===== src/rtl/ctrl_seq_if.sv =====
// Bus-control bundle between the microcode sequencer (master) and the datapath (slave).
// The master consumes run/opcode/flags and produces every load/drive strobe.
interface ctrl_seq_if #(
   parameter int OPW = 4
);
   logic           run;
   logic [OPW-1:0] ir_op;
   logic           flag_c;
   logic           flag_z;

   logic           pc_out;
   logic           pc_inc;
   logic           pc_load;
   logic           mar_in;
   logic           ram_in;
   logic           ram_out;
   logic           ir_in;
   logic           ir_out;
   logic           a_in;
   logic           a_out;
   logic           b_in;
   logic           alu_out;
   logic           alu_sub;
   logic           flags_in;
   logic           out_in;
   logic           halted;
   logic [2:0]     step;

   modport master (
      input  run, ir_op, flag_c, flag_z,
      output pc_out, pc_inc, pc_load, mar_in, ram_in, ram_out, ir_in, ir_out,
             a_in, a_out, b_in, alu_out, alu_sub, flags_in, out_in, halted, step
   );

   modport slave (
      output run, ir_op, flag_c, flag_z,
      input  pc_out, pc_inc, pc_load, mar_in, ram_in, ram_out, ir_in, ir_out,
             a_in, a_out, b_in, alu_out, alu_sub, flags_in, out_in, halted, step
   );
endinterface


===== src/rtl/ctrl_seq.sv =====
// Microcode sequencer for the 8-bit bus CPU: walks T-states and decodes the bus
// strobes (Moore) from the current state, the IR opcode and the latched flags.
module ctrl_seq #(
   parameter int OPW    = 4,
   parameter int TSTEPS = 5
) (
   input  logic          clk,
   input  logic          rst_n,
   ctrl_seq_if.master    bus
);

   localparam int STEPW = $clog2(TSTEPS);

   localparam logic [OPW-1:0] OP_LDA = OPW'(1);
   localparam logic [OPW-1:0] OP_ADD = OPW'(2);
   localparam logic [OPW-1:0] OP_SUB = OPW'(3);
   localparam logic [OPW-1:0] OP_STA = OPW'(4);
   localparam logic [OPW-1:0] OP_LDI = OPW'(5);
   localparam logic [OPW-1:0] OP_JMP = OPW'(6);
   localparam logic [OPW-1:0] OP_JC  = OPW'(7);
   localparam logic [OPW-1:0] OP_JZ  = OPW'(8);
   localparam logic [OPW-1:0] OP_OUT = OPW'(14);
   localparam logic [OPW-1:0] OP_HLT = OPW'(15);

   typedef enum logic [2:0] {
      ST_RST,
      ST_T0,
      ST_T1,
      ST_T2,
      ST_T3,
      ST_T4,
      ST_HALT
   } state_t;

   state_t state_q;
   state_t state_d;

   logic [STEPW-1:0] step_d;

   always_ff @(posedge clk or negedge rst_n) begin
      if (!rst_n) begin
         state_q <= ST_RST;
      end else begin
         state_q <= state_d;
      end
   end

   // HALT is only left through reset; otherwise run=0 freezes the current T-state.
   always_comb begin
      state_d = state_q;
      if (state_q != ST_HALT && bus.run) begin
         case (state_q)
            ST_RST: state_d = ST_T0;
            ST_T0:  state_d = ST_T1;
            ST_T1:  state_d = ST_T2;
            ST_T2: begin
               case (bus.ir_op)
                  OP_LDA, OP_ADD, OP_SUB, OP_STA: state_d = ST_T3;
                  OP_HLT:                         state_d = ST_HALT;
                  default:                        state_d = ST_T0;
               endcase
            end
            ST_T3: begin
               if (bus.ir_op == OP_ADD || bus.ir_op == OP_SUB) begin
                  state_d = ST_T4;
               end else begin
                  state_d = ST_T0;
               end
            end
            ST_T4:   state_d = ST_T0;
            default: state_d = ST_RST;
         endcase
      end
   end

   always_comb begin
      case (state_q)
         ST_T1:   step_d = STEPW'(1);
         ST_T2:   step_d = STEPW'(2);
         ST_T3:   step_d = STEPW'(3);
         ST_T4:   step_d = STEPW'(4);
         default: step_d = STEPW'(0);
      endcase
   end

   assign bus.step   = step_d;
   assign bus.halted = (state_q == ST_HALT);

   // Strobe decode; everything is gated by run so a frozen sequencer drives nothing.
   always_comb begin
      bus.pc_out   = 1'b0;
      bus.pc_inc   = 1'b0;
      bus.pc_load  = 1'b0;
      bus.mar_in   = 1'b0;
      bus.ram_in   = 1'b0;
      bus.ram_out  = 1'b0;
      bus.ir_in    = 1'b0;
      bus.ir_out   = 1'b0;
      bus.a_in     = 1'b0;
      bus.a_out    = 1'b0;
      bus.b_in     = 1'b0;
      bus.alu_out  = 1'b0;
      bus.alu_sub  = 1'b0;
      bus.flags_in = 1'b0;
      bus.out_in   = 1'b0;
      if (bus.run) begin
         case (state_q)
            ST_T0: begin
               bus.pc_out = 1'b1;
               bus.mar_in = 1'b1;
            end
            ST_T1: begin
               bus.ram_out = 1'b1;
               bus.ir_in   = 1'b1;
               bus.pc_inc  = 1'b1;
            end
            ST_T2: begin
               case (bus.ir_op)
                  OP_LDA, OP_ADD, OP_SUB, OP_STA: begin
                     bus.ir_out = 1'b1;
                     bus.mar_in = 1'b1;
                  end
                  OP_LDI: begin
                     bus.ir_out = 1'b1;
                     bus.a_in   = 1'b1;
                  end
                  OP_JMP: begin
                     bus.ir_out  = 1'b1;
                     bus.pc_load = 1'b1;
                  end
                  OP_JC: begin
                     bus.ir_out  = bus.flag_c;
                     bus.pc_load = bus.flag_c;
                  end
                  OP_JZ: begin
                     bus.ir_out  = bus.flag_z;
                     bus.pc_load = bus.flag_z;
                  end
                  OP_OUT: begin
                     bus.a_out  = 1'b1;
                     bus.out_in = 1'b1;
                  end
                  default: begin
                  end
               endcase
            end
            ST_T3: begin
               case (bus.ir_op)
                  OP_LDA: begin
                     bus.ram_out = 1'b1;
                     bus.a_in    = 1'b1;
                  end
                  OP_ADD, OP_SUB: begin
                     bus.ram_out = 1'b1;
                     bus.b_in    = 1'b1;
                  end
                  OP_STA: begin
                     bus.a_out  = 1'b1;
                     bus.ram_in = 1'b1;
                  end
                  default: begin
                  end
               endcase
            end
            ST_T4: begin
               bus.alu_out  = 1'b1;
               bus.a_in     = 1'b1;
               bus.flags_in = 1'b1;
               bus.alu_sub  = (bus.ir_op == OP_SUB);
            end
            default: begin
            end
         endcase
      end
   end

endmodule

===== src/flat_wrapper.sv =====
// flat-port wrapper written by rule: the top's interface ports become plain ports
module ctrl_seq_flat 
#(
   parameter int OPW    = 4,
   parameter int TSTEPS = 5
)
  (clk, rst_n, bus_run, bus_ir_op, bus_flag_c, bus_flag_z, bus_pc_out, bus_pc_inc, bus_pc_load, bus_mar_in, bus_ram_in, bus_ram_out, bus_ir_in, bus_ir_out, bus_a_in, bus_a_out, bus_b_in, bus_alu_out, bus_alu_sub, bus_flags_in, bus_out_in, bus_halted, bus_step);
  ctrl_seq_if #(.OPW(OPW)) bus_i ();
  input  logic clk;
  input  logic rst_n;
  input wire logic [$bits(bus_i.run)-1:0] bus_run;
  input wire logic [$bits(bus_i.ir_op)-1:0] bus_ir_op;
  input wire logic [$bits(bus_i.flag_c)-1:0] bus_flag_c;
  input wire logic [$bits(bus_i.flag_z)-1:0] bus_flag_z;
  output wire logic [$bits(bus_i.pc_out)-1:0] bus_pc_out;
  output wire logic [$bits(bus_i.pc_inc)-1:0] bus_pc_inc;
  output wire logic [$bits(bus_i.pc_load)-1:0] bus_pc_load;
  output wire logic [$bits(bus_i.mar_in)-1:0] bus_mar_in;
  output wire logic [$bits(bus_i.ram_in)-1:0] bus_ram_in;
  output wire logic [$bits(bus_i.ram_out)-1:0] bus_ram_out;
  output wire logic [$bits(bus_i.ir_in)-1:0] bus_ir_in;
  output wire logic [$bits(bus_i.ir_out)-1:0] bus_ir_out;
  output wire logic [$bits(bus_i.a_in)-1:0] bus_a_in;
  output wire logic [$bits(bus_i.a_out)-1:0] bus_a_out;
  output wire logic [$bits(bus_i.b_in)-1:0] bus_b_in;
  output wire logic [$bits(bus_i.alu_out)-1:0] bus_alu_out;
  output wire logic [$bits(bus_i.alu_sub)-1:0] bus_alu_sub;
  output wire logic [$bits(bus_i.flags_in)-1:0] bus_flags_in;
  output wire logic [$bits(bus_i.out_in)-1:0] bus_out_in;
  output wire logic [$bits(bus_i.halted)-1:0] bus_halted;
  output wire logic [$bits(bus_i.step)-1:0] bus_step;
  assign bus_i.run = bus_run;
  assign bus_i.ir_op = bus_ir_op;
  assign bus_i.flag_c = bus_flag_c;
  assign bus_i.flag_z = bus_flag_z;
  assign bus_pc_out = bus_i.pc_out;
  assign bus_pc_inc = bus_i.pc_inc;
  assign bus_pc_load = bus_i.pc_load;
  assign bus_mar_in = bus_i.mar_in;
  assign bus_ram_in = bus_i.ram_in;
  assign bus_ram_out = bus_i.ram_out;
  assign bus_ir_in = bus_i.ir_in;
  assign bus_ir_out = bus_i.ir_out;
  assign bus_a_in = bus_i.a_in;
  assign bus_a_out = bus_i.a_out;
  assign bus_b_in = bus_i.b_in;
  assign bus_alu_out = bus_i.alu_out;
  assign bus_alu_sub = bus_i.alu_sub;
  assign bus_flags_in = bus_i.flags_in;
  assign bus_out_in = bus_i.out_in;
  assign bus_halted = bus_i.halted;
  assign bus_step = bus_i.step;
  ctrl_seq #(.OPW(OPW), .TSTEPS(TSTEPS)) u_core (.clk(clk), .rst_n(rst_n), .bus(bus_i));
endmodule

===== config.mk =====
export PLATFORM = sky130hd
export DESIGN_NAME = ctrl_seq_flat
export DESIGN_NICKNAME = d
export VERILOG_FILES = /design/src/rtl/ctrl_seq_if.sv /design/src/rtl/ctrl_seq.sv /design/src/flat_wrapper.sv
export SDC_FILE = /design/constraint.sdc
export NUM_CORES = 1
export LEC_CHECK = 0
export ABC_CLOCK_PERIOD_IN_PS = 1900
export CAP_MARGIN = 20
export CORE_AREA = 2 2 41 43
export CTS_CLUSTER_DIAMETER = 80
export CTS_CLUSTER_SIZE = 30
export DETAILED_ROUTE_END_ITERATION = 8
export DIE_AREA = 0 0 43 45
export MAX_ROUTING_LAYER = met4
export PLACE_DENSITY = 0.75
export SYNTH_ARGS = -nofsm -noshare
export SYNTH_HDL_FRONTEND = slang
export SYNTH_SLANG_ARGS = --single-unit

===== constraint.sdc =====
create_clock -name clk -period 1.9 [get_ports clk]
set_input_delay 0.285 -clock clk [delete_from_list [all_inputs] [get_ports clk]]
set_output_delay 0.285 -clock clk [all_outputs]
set_load 0.1 [all_outputs]

==> results.md <==
* Status: finished, violations left
* Failing checks: negative setup slack
* Vias at 770
* Clock latency on the worst-skew pair at 240 ps
* YS warnings at 0
* Leakage at 0.527 nW
* Most common cell in the netlist: nand2_1
* Final HPWL DP at 1450 um
* Drt total wl at 2030 um
* Synthesized instance count at 74
* Max-slew violations at 0
* Worst slew pin tran at 384 ps
* Area leader, netlist: dfrtp_1
* H-tree depth at 1
* Synthesized net count at 83
* IR drop worst, VDD at 1.05 mV
* Routability cong. at 0.868
* EDFF count, synth at 0
* Finished Core Util at 87.8%
* Worst Hold Margin at 235 ps
* Initial antenna violation count at 0
* FMAX at 504 MHz
* Die Height at 45 um
* Switching power share of the total at 58.1%
* Ant diodes at 0
* Hold buffer count at CTS at 0
* Mapped Avg Cell Area at 7.27 um2
* Final setup viols at 3
* R2R Path Start: u_core.state_q[0]
* Pre-antenna DRT Iters at 4
* Yosys cell types at 36
* DIE AREA at 1940 um2
* Top flop regs: u_core.state_q: 3 flops
* Critical path class: flop to output port
* Inserted Clock Buffers at 3
* GRT Resource Usage Total at 23.4%
* Routed len/inst at 15.0 um
* Yosys reg bits at 3
* Tcrit/Tclk final at 104%
* Combinational share of power at 85.2%
* RSZ-0062 raised after global routing: true
* # rows at 14
* CTS root buf: clkbuf_4
* DRT antenna net count at 0
* I/O pin cnt at 28
* Multi-input gate area at 524 um2
* Dpl ws at -233 ps
* Largest Register: u_core.state_q
* CTS tree: yes
* Vias in the first global route at 767
* Final Skew at 2.61 ps
* HP Class: input pin to async pin
* Initial Util at 36.6%
* DIE WIDTH at 43 um
* Ys flop type: dfrtp_1
* Final hold vios at 0
* Pin count of the biggest net entering global routing at 16
* Via/cell ratio at 5.70
* WP data required at 1620 ps
* Seq/Total Area, Yosys at 14.0%
* Final min period at 1980 ps
* Yosys top cell area share at 14.0%
* Commonest cells post-synth: nand2_1, nor2_1, o21ai_0
* Sequential Power Share at 7.5%
* Critical Path Sink Type: output port
* Clock buffer depth at 2
* Max-slew headroom at 74.4%
* CP Launch Type: flop
* First-pass GRT wire length at 3350 um
* Core Region at 1470 um2
* DRC at 0
* WP data arrival at 1700 ps
* # clock sinks at 3
* Crit path from: u_core.state_q[1]
* CTS clk-pin slew, worst paths at 40 ps
* Initial DRC count at 17
* Part of the power in the clock network at 7.3%
* Largest register FFs at 3
* Register Area at 76.3 um2
* Global route overflow at 0
* Final WS setup at -82.7 ps
* Fraction of registers with async set/reset at 100%
* Max Cap Viol at 0
* Number of fill cells in the layout at 76
* Cell Area, Synth at 538 um2
* Top cells by area, synth: dfrtp_1, clkbuf_8, nand2_1, nor2_1, buf_6
* Port bufs at 27
* Total power per unit cell area at 1260 nW/um2
* Int Pwr at 0.000685 W
* Sw Pwr at 0.000949 W
* Worst Path Max Fanout at 2
* Final net count at 129
* Synth-to-layout area growth at 140%
* Share of cells above drive strength 1 at 60.5%
[per-layer routing]
layer,GRT usage [%],vias to the layer above,wire length [um]
li1,-,359,-
met1,29.2,376,870
met2,37.6,35,1060
met3,7.20,0,101
met4,4.85,0,0
met5,-,-,0
[power by group through the flow]
stage | Clock (W) | Sequential [W] | Combinational (W)
after detailed placement | 0 | 0.000118 | 0.00131
final | 0.000119 | 0.000122 | 0.00139
after floorplan | 0 | 0.000113 | 0.000886
after CTS | 0.000121 | 0.000120 | 0.00137
after global routing | 0.000131 | 0.000124 | 0.00145
after global placement | 0 | 0.000118 | 0.00130
[stage by stage]
step                std cells  area [um2]  power [W]  TNS, ps
floorplan                  74         661    0.00100     -982
global placement          129        1210    0.00142    -1230
detailed placement        129        1210    0.00143    -1420
CTS                       135        1280    0.00161     -204
global route              135        1290    0.00170     -369
finish                    135        1290    0.00163     -166
[final timing paths]
path                                endpoint  slack, ps  cells after the start
max                                bus_a_out        -80                      4
min                        u_core.state_q[0]        230                      1
max reg2reg                u_core.state_q[0]        480                      6
min reg2reg                u_core.state_q[0]        780                      2
max in group asynchronous  u_core.state_q[2]       1500                      1
min in group clk           u_core.state_q[0]        730                      4
[area by class of cell]
cell class / instances / share of cell area (%)
timing repair buffer: 50 / 49.1
tap: 16 / 1.55
sequential: 3 / 5.91
multi-input combinational: 59 / 40.6
clock buffer: 4 / 2.03
inverter: 3 / 0.871
[placed cells by master (no fill, tap or decap), types with 2 or more instances in the layout]
cell type / netlist / final
inv_1: 3 / 3
nor2_1: 8 / 3
nand4b_1: 2 / 2
buf_4: 2 / 21
o22ai_4: 0 / 2
nand2_1: 9 / 7
buf_12: 0 / 19
clkdlybuf4s50_1: 0 / 3
nand2_4: 1 / 2
dlygate4sd2_1: 0 / 5
o21ai_0: 4 / 3
a31oi_1: 3 / 3
nor4_4: 0 / 2
nor2_4: 0 / 5
buf_6: 2 / 2
clkbuf_4: 0 / 3
dfrtp_1: 3 / 2
[repair_timing]
| action | in CTS | in global routing |
|---|---|---|
| pin swaps | 0 | 3 |
| setup buffers | 2 | 0 |
| gates resized for setup | 13 | 4 |
| endpoints found under the setup margin | 10 | 8 |
[critical path: stages, from the launching register on]
cell and delay (ps):
dfrtp_1 390, or4_4 550, o22ai_2 150, and3_4 210, buf_12 170
[cell families after synthesis]
logic type / after synthesis / synth area share (%)
simple gates: 38 / 40.9
compound gates: 19 / 23.5
buf+inv: 12 / 18.1
flops: 3 / 14.0
xor+xnor: 1 / 1.63
mux: 1 / 1.86
No activity file was read; power rests on OpenSTA's default activity.
